File: src/rtl/sys_defs.sv
// Shared load-pipe types: packet layout, masks, access sizes and load-data FSM states.
// Latency: none (types only). Backpressure: n/a.
package sys_defs;

  localparam int DATA_W    = 32;
  localparam int BM_W      = 8;
  localparam int PRF_IDX_W = 6;
  localparam int SQ_IDX_W  = 3;

  typedef logic [BM_W-1:0] B_MASK;
  typedef logic [3:0]      BYTE_MASK;

  typedef enum logic [1:0] {
    BYTE = 2'h0,
    HALF = 2'h1,
    WORD = 2'h2
  } MEM_SIZE;

  typedef enum logic [2:0] {
    LD_IDLE,
    LD_QUERY,
    LD_REQ,
    LD_WAIT,
    LD_DRAIN,
    LD_DONE
  } LD_STATE;

  // load_func[2] selects zero-extension, load_func[1:0] is a MEM_SIZE
  typedef struct packed {
    logic                 valid;
    logic [PRF_IDX_W-1:0] dest_reg_idx;
    B_MASK                bm;
    logic [DATA_W-1:0]    load_addr;
    BYTE_MASK             byte_mask;
    logic [SQ_IDX_W-1:0]  sq_tail;
    logic [2:0]           load_func;
  } LOAD_DATA_PACKET;

  localparam LOAD_DATA_PACKET NOP_LOAD_DATA_PACKET = '0;

  // Per-byte select: lanes with sel set come from a, the rest from b
  function automatic logic [DATA_W-1:0] lane_merge(input BYTE_MASK          sel,
                                                   input logic [DATA_W-1:0] a,
                                                   input logic [DATA_W-1:0] b);
    logic [DATA_W-1:0] r;
    for (int i = 0; i < 4; i++) begin
      r[8*i +: 8] = sel[i] ? a[8*i +: 8] : b[8*i +: 8];
    end
    return r;
  endfunction

endpackage

File: src/rtl/load_align_ext.sv
// Right-aligns the addressed byte/half/word of a load and sign- or zero-extends it.
// Latency: combinational. Backpressure: none.
module load_align_ext import sys_defs::*; (
  input  logic [DATA_W-1:0] word,
  input  logic [1:0]        byte_off,
  input  logic [2:0]        load_func,
  output logic [DATA_W-1:0] result
);

  logic [DATA_W-1:0] shifted;
  logic              zext;

  assign shifted = word >> {byte_off, 3'b000};
  assign zext    = load_func[2];

  always_comb begin
    result = shifted;
    case (MEM_SIZE'(load_func[1:0]))
      BYTE:    result = {{(DATA_W-8){~zext & shifted[7]}}, shifted[7:0]};
      HALF:    result = {{(DATA_W-16){~zext & shifted[15]}}, shifted[15:0]};
      default: result = shifted;
    endcase
  end

endmodule

File: src/rtl/load_data_stage.sv
// Load-data stage: resolves one load by store-queue forwarding and/or a D-cache read, then aligns it for the CDB.
// Latency: capture->cmpl_valid 1 cycle on full forward, 3 cycles with immediate cache accept and response.
// Backpressure: load_data_free low while a load is held; the result is held until cmpl_accept.
module load_data_stage import sys_defs::*; (
  input  logic                 clock,
  input  logic                 reset,
  input  LOAD_DATA_PACKET      load_data_packet,
  output logic                 load_data_free,
  output logic [DATA_W-1:0]    sq_query_addr,
  output logic [3:0]           sq_query_mask,
  output logic [SQ_IDX_W-1:0]  sq_query_tail,
  input  logic [3:0]           sq_fwd_mask,
  input  logic [DATA_W-1:0]    sq_fwd_data,
  input  logic                 sq_stall,
  output logic                 dc_req_valid,
  output logic [DATA_W-1:0]    dc_req_addr,
  input  logic                 dc_req_accept,
  input  logic                 dc_resp_valid,
  input  logic [DATA_W-1:0]    dc_resp_data,
  output logic                 cmpl_valid,
  output logic [PRF_IDX_W-1:0] cmpl_dest_reg_idx,
  output logic [DATA_W-1:0]    cmpl_data,
  output logic [BM_W-1:0]      cmpl_bm,
  input  logic                 cmpl_accept,
  input  logic [BM_W-1:0]      b_mm_resolve,
  input  logic                 b_mm_mispred
);

  LD_STATE           state, next_state;
  LOAD_DATA_PACKET   pkt;
  BYTE_MASK          fwd_mask;
  logic [DATA_W-1:0] fwd_data;
  logic [DATA_W-1:0] word;

  logic squash;
  logic in_squash;
  logic capture;
  logic fwd_full;
  logic [DATA_W-1:0] word_addr;

  assign squash    = pkt.valid & b_mm_mispred & (|(b_mm_resolve & pkt.bm));
  assign in_squash = load_data_packet.valid & b_mm_mispred
                   & (|(b_mm_resolve & load_data_packet.bm));
  assign capture   = load_data_free & load_data_packet.valid & ~in_squash;
  assign fwd_full  = ((sq_fwd_mask & pkt.byte_mask) == pkt.byte_mask);
  assign word_addr = {pkt.load_addr[DATA_W-1:2], 2'b00};

  always_ff @(posedge clock) begin
    if (!reset) state <= LD_IDLE;
    else        state <= next_state;
  end

  always_comb begin
    next_state = state;
    case (state)
      LD_IDLE: begin
        if (capture) next_state = LD_QUERY;
      end
      LD_QUERY: begin
        if (squash)         next_state = LD_IDLE;
        else if (!sq_stall) next_state = fwd_full ? LD_DONE : LD_REQ;
      end
      LD_REQ: begin
        // An accept on the squash cycle still leaves a response in flight
        if (squash)             next_state = dc_req_accept ? LD_DRAIN : LD_IDLE;
        else if (dc_req_accept) next_state = LD_WAIT;
      end
      LD_WAIT: begin
        if (squash)             next_state = dc_resp_valid ? LD_IDLE : LD_DRAIN;
        else if (dc_resp_valid) next_state = LD_DONE;
      end
      LD_DRAIN: begin
        if (dc_resp_valid) next_state = LD_IDLE;
      end
      LD_DONE: begin
        if (capture)                    next_state = LD_QUERY;
        else if (cmpl_accept || squash) next_state = LD_IDLE;
      end
      default: next_state = LD_IDLE;
    endcase
  end

  always_ff @(posedge clock) begin
    if (!reset) begin
      pkt      <= NOP_LOAD_DATA_PACKET;
      fwd_mask <= '0;
      fwd_data <= '0;
      word     <= '0;
    end else begin
      if (capture) begin
        pkt    <= load_data_packet;
        pkt.bm <= load_data_packet.bm & ~b_mm_resolve;
      end else begin
        if (!b_mm_mispred) pkt.bm <= pkt.bm & ~b_mm_resolve;
        if (next_state == LD_IDLE || next_state == LD_DRAIN) pkt.valid <= 1'b0;
      end

      if (state == LD_QUERY && !sq_stall && !squash) begin
        fwd_mask <= sq_fwd_mask;
        fwd_data <= sq_fwd_data;
        if (fwd_full) word <= lane_merge(sq_fwd_mask, sq_fwd_data, '0);
      end

      if (state == LD_WAIT && dc_resp_valid && !squash) begin
        word <= lane_merge(fwd_mask, fwd_data, dc_resp_data);
      end
    end
  end

  always_comb begin
    load_data_free    = (state == LD_IDLE) | ((state == LD_DONE) & cmpl_accept);
    sq_query_addr     = word_addr;
    sq_query_mask     = pkt.byte_mask;
    sq_query_tail     = pkt.sq_tail;
    dc_req_valid      = (state == LD_REQ) & ~squash;
    dc_req_addr       = word_addr;
    cmpl_valid        = (state == LD_DONE) & ~squash;
    cmpl_dest_reg_idx = pkt.dest_reg_idx;
    cmpl_bm           = b_mm_mispred ? pkt.bm : (pkt.bm & ~b_mm_resolve);
  end

  load_align_ext u_align (
    .word      (word),
    .byte_off  (pkt.load_addr[1:0]),
    .load_func (pkt.load_func),
    .result    (cmpl_data)
  );

endmodule

File: config.mk
export PLATFORM = sky130hd
export DESIGN_NAME = load_data_stage
export DESIGN_NICKNAME = d
export VERILOG_FILES = /design/src/rtl/sys_defs.sv /design/src/rtl/load_align_ext.sv /design/src/rtl/load_data_stage.sv
export SDC_FILE = /design/constraint.sdc
export NUM_CORES = 1
export LEC_CHECK = 0
export CAP_MARGIN = 20
export CORE_AREA = 2 2 127 129
export CTS_CLUSTER_DIAMETER = 200
export CTS_CLUSTER_SIZE = 40
export DETAILED_ROUTE_END_ITERATION = 16
export DIE_AREA = 0 0 129 131
export PLACE_DENSITY = 0.82
export SETUP_SLACK_MARGIN = 0.5
export SYNTH_ARGS = -nofsm -noshare
export SYNTH_HDL_FRONTEND = slang
export SYNTH_SLANG_ARGS = --single-unit
File: constraint.sdc
create_clock -name clock -period 2.2 [get_ports clock]
set_input_delay 0.33 -clock clock [delete_from_list [all_inputs] [get_ports clock]]
set_output_delay 0.33 -clock clock [all_outputs]
set_load 0.005 [all_outputs]
==> reports/results.ini, run 1 <==
[run_status]
status = finished, violations left
violations = setup timing

[cells_and_area]
drive_gt1_share_pct = 33.0
final_nets = 1265
final_common_cell = clkdlybuf4s50_1
area.sequential_um2 = 2580
fillers = 948
diodes = 0
syn_to_final_growth_pct = 73.4
final_cell_mix = 205 x clkdlybuf4s50_1, 156 x nand2_1, 121 x dfxtp_1
final_cells = 1354
fin_area_um2 = 11900
multi_input_area_um2 = 4390

[worst_setup_path]
crit_path_start = pkt[11]$_SDFFE_PN0N_
startpoint_type = flip-flop
worst-path-stages = 4
crit_path_max_fanout = 21
worstPathRequired_ps = 1870
crit_path_top_delay_cell = clkdlybuf4s50_1
crit_path_end_kind = output port
endpoint = cmpl_data[1]
r2r_slack_ps = -20
slowest_delay_ps = 620
cp.arrival_ps = 2360
r2r_cells = 10
cp_num_buf_inv = 2
cp_cell_sequence = buf_6, mux2i_1, a21oi_1, clkdlybuf4s50_1
critPathKind = flip-flop to output port
timing.rr.end = word[27]$_SDFFE_PN0P_
crit_family = buffers and inverters
reg2reg_from = pkt[44]$_SDFF_PN0_

[clock_tree]
clock_latency_ps = 430
clockBufferDepth = 2
cts_tree = yes
cts_buffers = 17
cts_hold_buffers = 0
path_clk_slew_ps = 60
cts.htree.levels = 4
clock-sinks = 128
cts_root_buf = clkbuf_16

[place]
numPortBuffers = 255
detailed_place.area_um2 = 9510
place_inst = 1260
gp_congestion = 0.948
post-dp-hpwl_um = 16900

[power_and_ir_drop]
internal_power_mw = 5.27
switching_power_mw = 2.23
switching_share_pct = 29.7
ir_drop_v = 0.000785
power.leakage_nw = 4.62
clkPwrFrac_pct = 40.4
pwr-share-comb_pct = 25.4
p_per_area_nw_per_um2 = 630
power_frac_seq_pct = 34.2

[yosys]
ys_warn_count = 0
yosysSeqAreaShare_pct = 37.3
synth-edff-count = 0
synth.avg_cell_area_um2 = 8.09
synthesis.area_um2 = 6870
synthFlopType = dfxtp_1
synthArstFlopShare_pct = 0
ys_ff_latch = 128
syn_inst = 849
ys_types = 47

[die]
coreArea_um2 = 15600
rows = 46
initial_core_util_pct = 44.0
die_h_um = 131
pin_count = 260
die-area_um2 = 16900
die_w_um = 129

[sta]
slew_headroom_pct = 57.2
period_minus_slack_ps = 2690
whs_ps = 381
timing.final.max_slew_violations = 0
rsz0062_at_grt = yes
tightest_slew_ps = 641
hold_violations = 0
worst_slack_ps = -492
clock_skew_ps = 14.8
fmax_ghz = 0.371
setup_violations = 28
fin_crit_sh_pct = 122

[grt]
track_usage_pct = 32.8
grt_pass1_vias = 7644
grt_pass1_wl_um = 42200
grt.overflow.total = 0
antenna_found_initial = 0
grt_max_degree = 49

[drt]
drt_pass1_iterations = 5
viasPerCell = 5.99
postRouteWirelength_um = 33000
final_antenna_net_count = 0
drc = 0
num_vias = 8106
wl_per_cell_um = 24.4
drt-initial-drc-count = 1039

[run]
maxCapViolCount = 0

[hold_path]
hp-class = primary input to flip-flop

-- stage by stage --
step / util (%) / power, mW / setup slack [ps] / setup TNS [ps]
finish: 76.3 / 7.50 / -492 / -2570
global placement: 60.9 / 3.95 / -271 / -3210
floorplan: - / 3.25 / 411 / 0
detailed placement: 60.9 / 3.97 / -319 / -5980
global route: 76.3 / 7.68 / -503 / -5130
CTS: 71.6 / 7.13 / -110 / -906
-- state kept, by name, indices dropped and copies added, names as in the netlist --
register,cells
fwd_mask,4
cmpl_dest_reg_idx,6
state,3
sq_query_tail,3
sq_query_mask,4
pkt,14
dc_req_addr,30
word,32
fwd_data,32
-- cells in the mapped netlist, drive strengths merged (2+ instances only) --
master | number | area [um^2]
mux2 | 2 | 22.5
o211ai | 4 | 30.0
nand3b | 2 | 15.0
o21ai | 21 | 105
o221ai | 11 | 96.3
o2111a | 7 | 78.8
a21oi | 32 | 160
a21boi | 79 | 593
clkbuf | 30 | 113
nand2b | 7 | 43.8
nand4 | 15 | 93.8
nor2 | 25 | 96.4
buf | 105 | 733
a31oi | 7 | 43.8
a221oi | 10 | 87.6
dfxtp | 128 | 2560
o22ai | 2 | 12.5
a22oi | 9 | 67.6
nor3 | 5 | 46.3
nor2b | 21 | 131
a41oi | 2 | 25.0
mux2i | 57 | 571
inv | 16 | 60.1
a211oi | 14 | 105
and4 | 3 | 26.3
nand3 | 6 | 30.0
a41o | 2 | 20.0
nand2 | 217 | 815
-- timing repair --
| item | 4_1_cts | 5_1_grt |
|---|---|---|
| endpoints found under the setup margin | 166 | 165 |
| pin swaps | 81 | 43 |
| buffers inserted | 33 | 14 |
| gates cloned | 9 | 6 |
| gates resized for setup | 347 | 104 |
-- how the worst min path moves through the flow --
stage,from,end,slack [ps],depth (start not counted)
6_report,reset,fwd_data[24]$_SDFFE_PN0P_,380,2
5_1_grt,reset,fwd_data[24]$_SDFFE_PN0P_,380,2
4_1_cts,reset,word[24]$_SDFFE_PN0P_,340,2
3_5_place_dp,fwd_data[24]$_SDFFE_PN0P_,fwd_data[24]$_SDFFE_PN0P_,440,2
3_3_place_gp,fwd_data[22]$_SDFFE_PN0P_,fwd_data[22]$_SDFFE_PN0P_,440,2
2_1_floorplan,fwd_data[22]$_SDFFE_PN0P_,fwd_data[22]$_SDFFE_PN0P_,430,2
-- cell type report --
cell class / instances / area share [%]
well taps: 216 / 2.27
flip-flops and latches: 128 / 21.7
inverters: 16 / 0.525
clock buffers: 18 / 3.69
clock inverters: 14 / 1.49
repair buffers: 389 / 33.5
multi-input cells: 573 / 36.9
-- cells by family (layout without fill, tap and decap cells) --
| family | Yosys count | after routing | share of synthesized area (%) |
|---|---|---|---|
| flip-flops | 128 | 128 | 37.3 |
| buffers and inverters | 151 | 437 | 13.2 |
| other | 1 | 4 | 0.0546 |
| AO/OA/AOI/OAI | 205 | 205 | 21.4 |
| AND/OR/NAND/NOR | 305 | 305 | 19.4 |
| multiplexers | 59 | 59 | 8.64 |
-- routing by layer --
metal  GRT usage, %  part of all wire, %  vias up
met5              0                    0        -
met1           38.1                   37     3833
met2           54.5                   47      655
li1               -                    -     3423
met3           9.00                  9.7      195
met4           19.2                  6.6        0
-- power by group through the flow --
stage                     registers [mW]  logic, mW  clock network, mW
after floorplan                     2.55      0.700                  0
after global placement              2.60       1.35                  0
after detailed placement            2.60       1.37                  0
after CTS                           2.55       1.60               2.98
after global routing                2.57       1.98               3.12
final                               2.57       1.91               3.03
Power figures use the tool's default switching activity.
==> run 2, diff against run 1 <==
--- a/config.mk
+++ b/config.mk
@@ -6,5 +6,4 @@
 export NUM_CORES = 1
 export LEC_CHECK = 0
-export CAP_MARGIN = 20
 export CORE_AREA = 2 2 127 129
 export CTS_CLUSTER_DIAMETER = 200
==> constraint.sdc (replaced) <==
create_clock -name clock -period 2.2 [get_ports clock]
set_input_delay 0.33 -clock clock [delete_from_list [all_inputs] [get_ports clock]]
set_output_delay 0.33 -clock clock [all_outputs]
set_load 0.02 [all_outputs]
==> reports/results.ini, run 2 (synthesized netlist as in run 1, its figures left out) <==
[clock_tree]
clockBufferDepth = 2
path_clk_slew_ps = 60
cts_root_buf = clkbuf_16
cts_hold_buffers = 0
clock_latency_ps = 430
clock-sinks = 128
cts_tree = yes
cts_buffers = 17
cts.htree.levels = 4

[drt]
wl_per_cell_um = 25.8
drt_pass1_iterations = 8
viasPerCell = 6.17
drt-initial-drc-count = 1221
num_vias = 8429
final_antenna_net_count = 0
postRouteWirelength_um = 35300
drc = 0

[cells_and_area]
final_cells = 1367
final_common_cell = nand2_1
drive_gt1_share_pct = 37.8
final_core_util_pct = 80.2
syn_to_final_growth_pct = 82.2
fillers = 846
final_nets = 1279
fin_area_um2 = 12500
diodes = 0
final_cell_mix = 157 x nand2_1, 128 x clkdlybuf4s50_1, 118 x dfxtp_1

[power_and_ir_drop]
switching_share_pct = 31.7
switching_power_mw = 2.46
pwr-share-comb_pct = 28.5
ir_drop_v = 0.000588
clkPwrFrac_pct = 38.4
power.leakage_nw = 5.18
power_frac_seq_pct = 33.2
internal_power_mw = 5.31
total_power_mw = 7.77
p_per_area_nw_per_um2 = 621

[sta]
worst_slack_ps = -390
tightest_slew_ps = 713
fmax_ghz = 0.386
timing.final.max_slew_violations = 0
setup_violations = 30
fin_tns_setup_ps = -3690
rsz0062_at_grt = yes
period_minus_slack_ps = 2590
fin_crit_sh_pct = 118
clock_skew_ps = 14.7
hold_violations = 0
slew_headroom_pct = 52.4

[die]
die_w_um = 129
pin_count = 260
initial_core_util_pct = 44.0
die_h_um = 131
coreArea_um2 = 15600
rows = 46
die-area_um2 = 16900

[place]
gp_congestion = 0.938
post-dp-hpwl_um = 17000
detailed_place.area_um2 = 9680
place_inst = 1263
numPortBuffers = 255

[worst_setup_path]
cp.arrival_ps = 2260
critPathKind = flip-flop to output port
worstPathRequired_ps = 1870
crit_path_end_kind = output port
startpoint_type = flip-flop
crit_path_max_fanout = 6

[grt]
grt_max_degree = 53
track_usage_pct = 31.6
antenna_found_initial = 2
grt_pass1_wl_um = 40800
grt_pass1_vias = 7436
grt.overflow.total = 0

[run_status]
status = finished, violations left
violations = setup timing

[run]
maxCapViolCount = 0

[hold_path]
hp-class = primary input to flip-flop

-- run 2: path summary, 6_finish.rpt --
check                                    startpoint                                 to  slack (ps)  cells after the start
setup reg to reg                 pkt[46]$_SDFF_PN0_              word[20]$_SDFFE_PN0P_         -90                      9
hold / removal                                reset          fwd_data[22]$_SDFFE_PN0P_         380                      2
setup / recovery               pkt[11]$_SDFFE_PN0N_                       cmpl_data[3]        -390                      7
hold reg to reg   cmpl_dest_reg_idx[5]$_SDFFE_PN0N_  cmpl_dest_reg_idx[5]$_SDFFE_PN0N_         450                      2
-- run 2: stage by stage --
step / hold slack [ps] / setup WS, ps
4_1_cts: 321 / -165
2_1_floorplan: 432 / 294
3_3_place_gp: 437 / -222
6_report: 381 / -390
5_1_grt: 385 / -346
3_5_place_dp: 445 / -238
-- run 2: critical path, cell delays in order (launching register included) --
cell,delay [ps]
dfxtp_4,380
buf_4,140
buf_6,120
clkbuf_16,170
nor2b_2,120
a211oi_1,80
a21oi_1,570
buf_4,260
-- run 2: per-layer routing --
layer | wire (um) | GRT usage (%) | vias to the layer above
li1 | - | - | 3463
met1 | 12300 | 37.9 | 3954
met2 | 16100 | 52.3 | 728
met3 | 3990 | 7.78 | 280
met4 | 2920 | 17.2 | 4
met5 | 25 | 0 | -
-- run 2: what timing repair did --
| item | 4_1_cts | 5_1_grt |
|---|---|---|
| resized for setup | 470 | 212 |
| endpoints found under the hold margin | 0 | 0 |
| pin swaps | 48 | 83 |
| buffers inserted | 31 | 20 |
| setup endpoints to repair | 214 | 175 |
| gates cloned | 11 | 11 |
-- run 2: final cells by class --
cell class,instances,area (um^2),share of cell area (%)
Multi-Input combinational cell,573,4710,37.6
Timing Repair Buffer,403,4280,34.2
Sequential cell,128,2580,20.7
Clock buffer,19,443,3.54
Tap cell,216,270,2.16
Clock inverter,12,160,1.28
Inverter,16,62.6,0.500
-- run 2: power groups by stage --
stage | clock (mW) | sequential, mW | combinational, mW
final | 2.98 | 2.58 | 2.21
after global routing | 3.07 | 2.58 | 2.29
after CTS | 2.91 | 2.55 | 1.79
after detailed placement | 0 | 2.60 | 1.62
after global placement | 0 | 2.60 | 1.60
after floorplan | 0 | 2.55 | 0.931
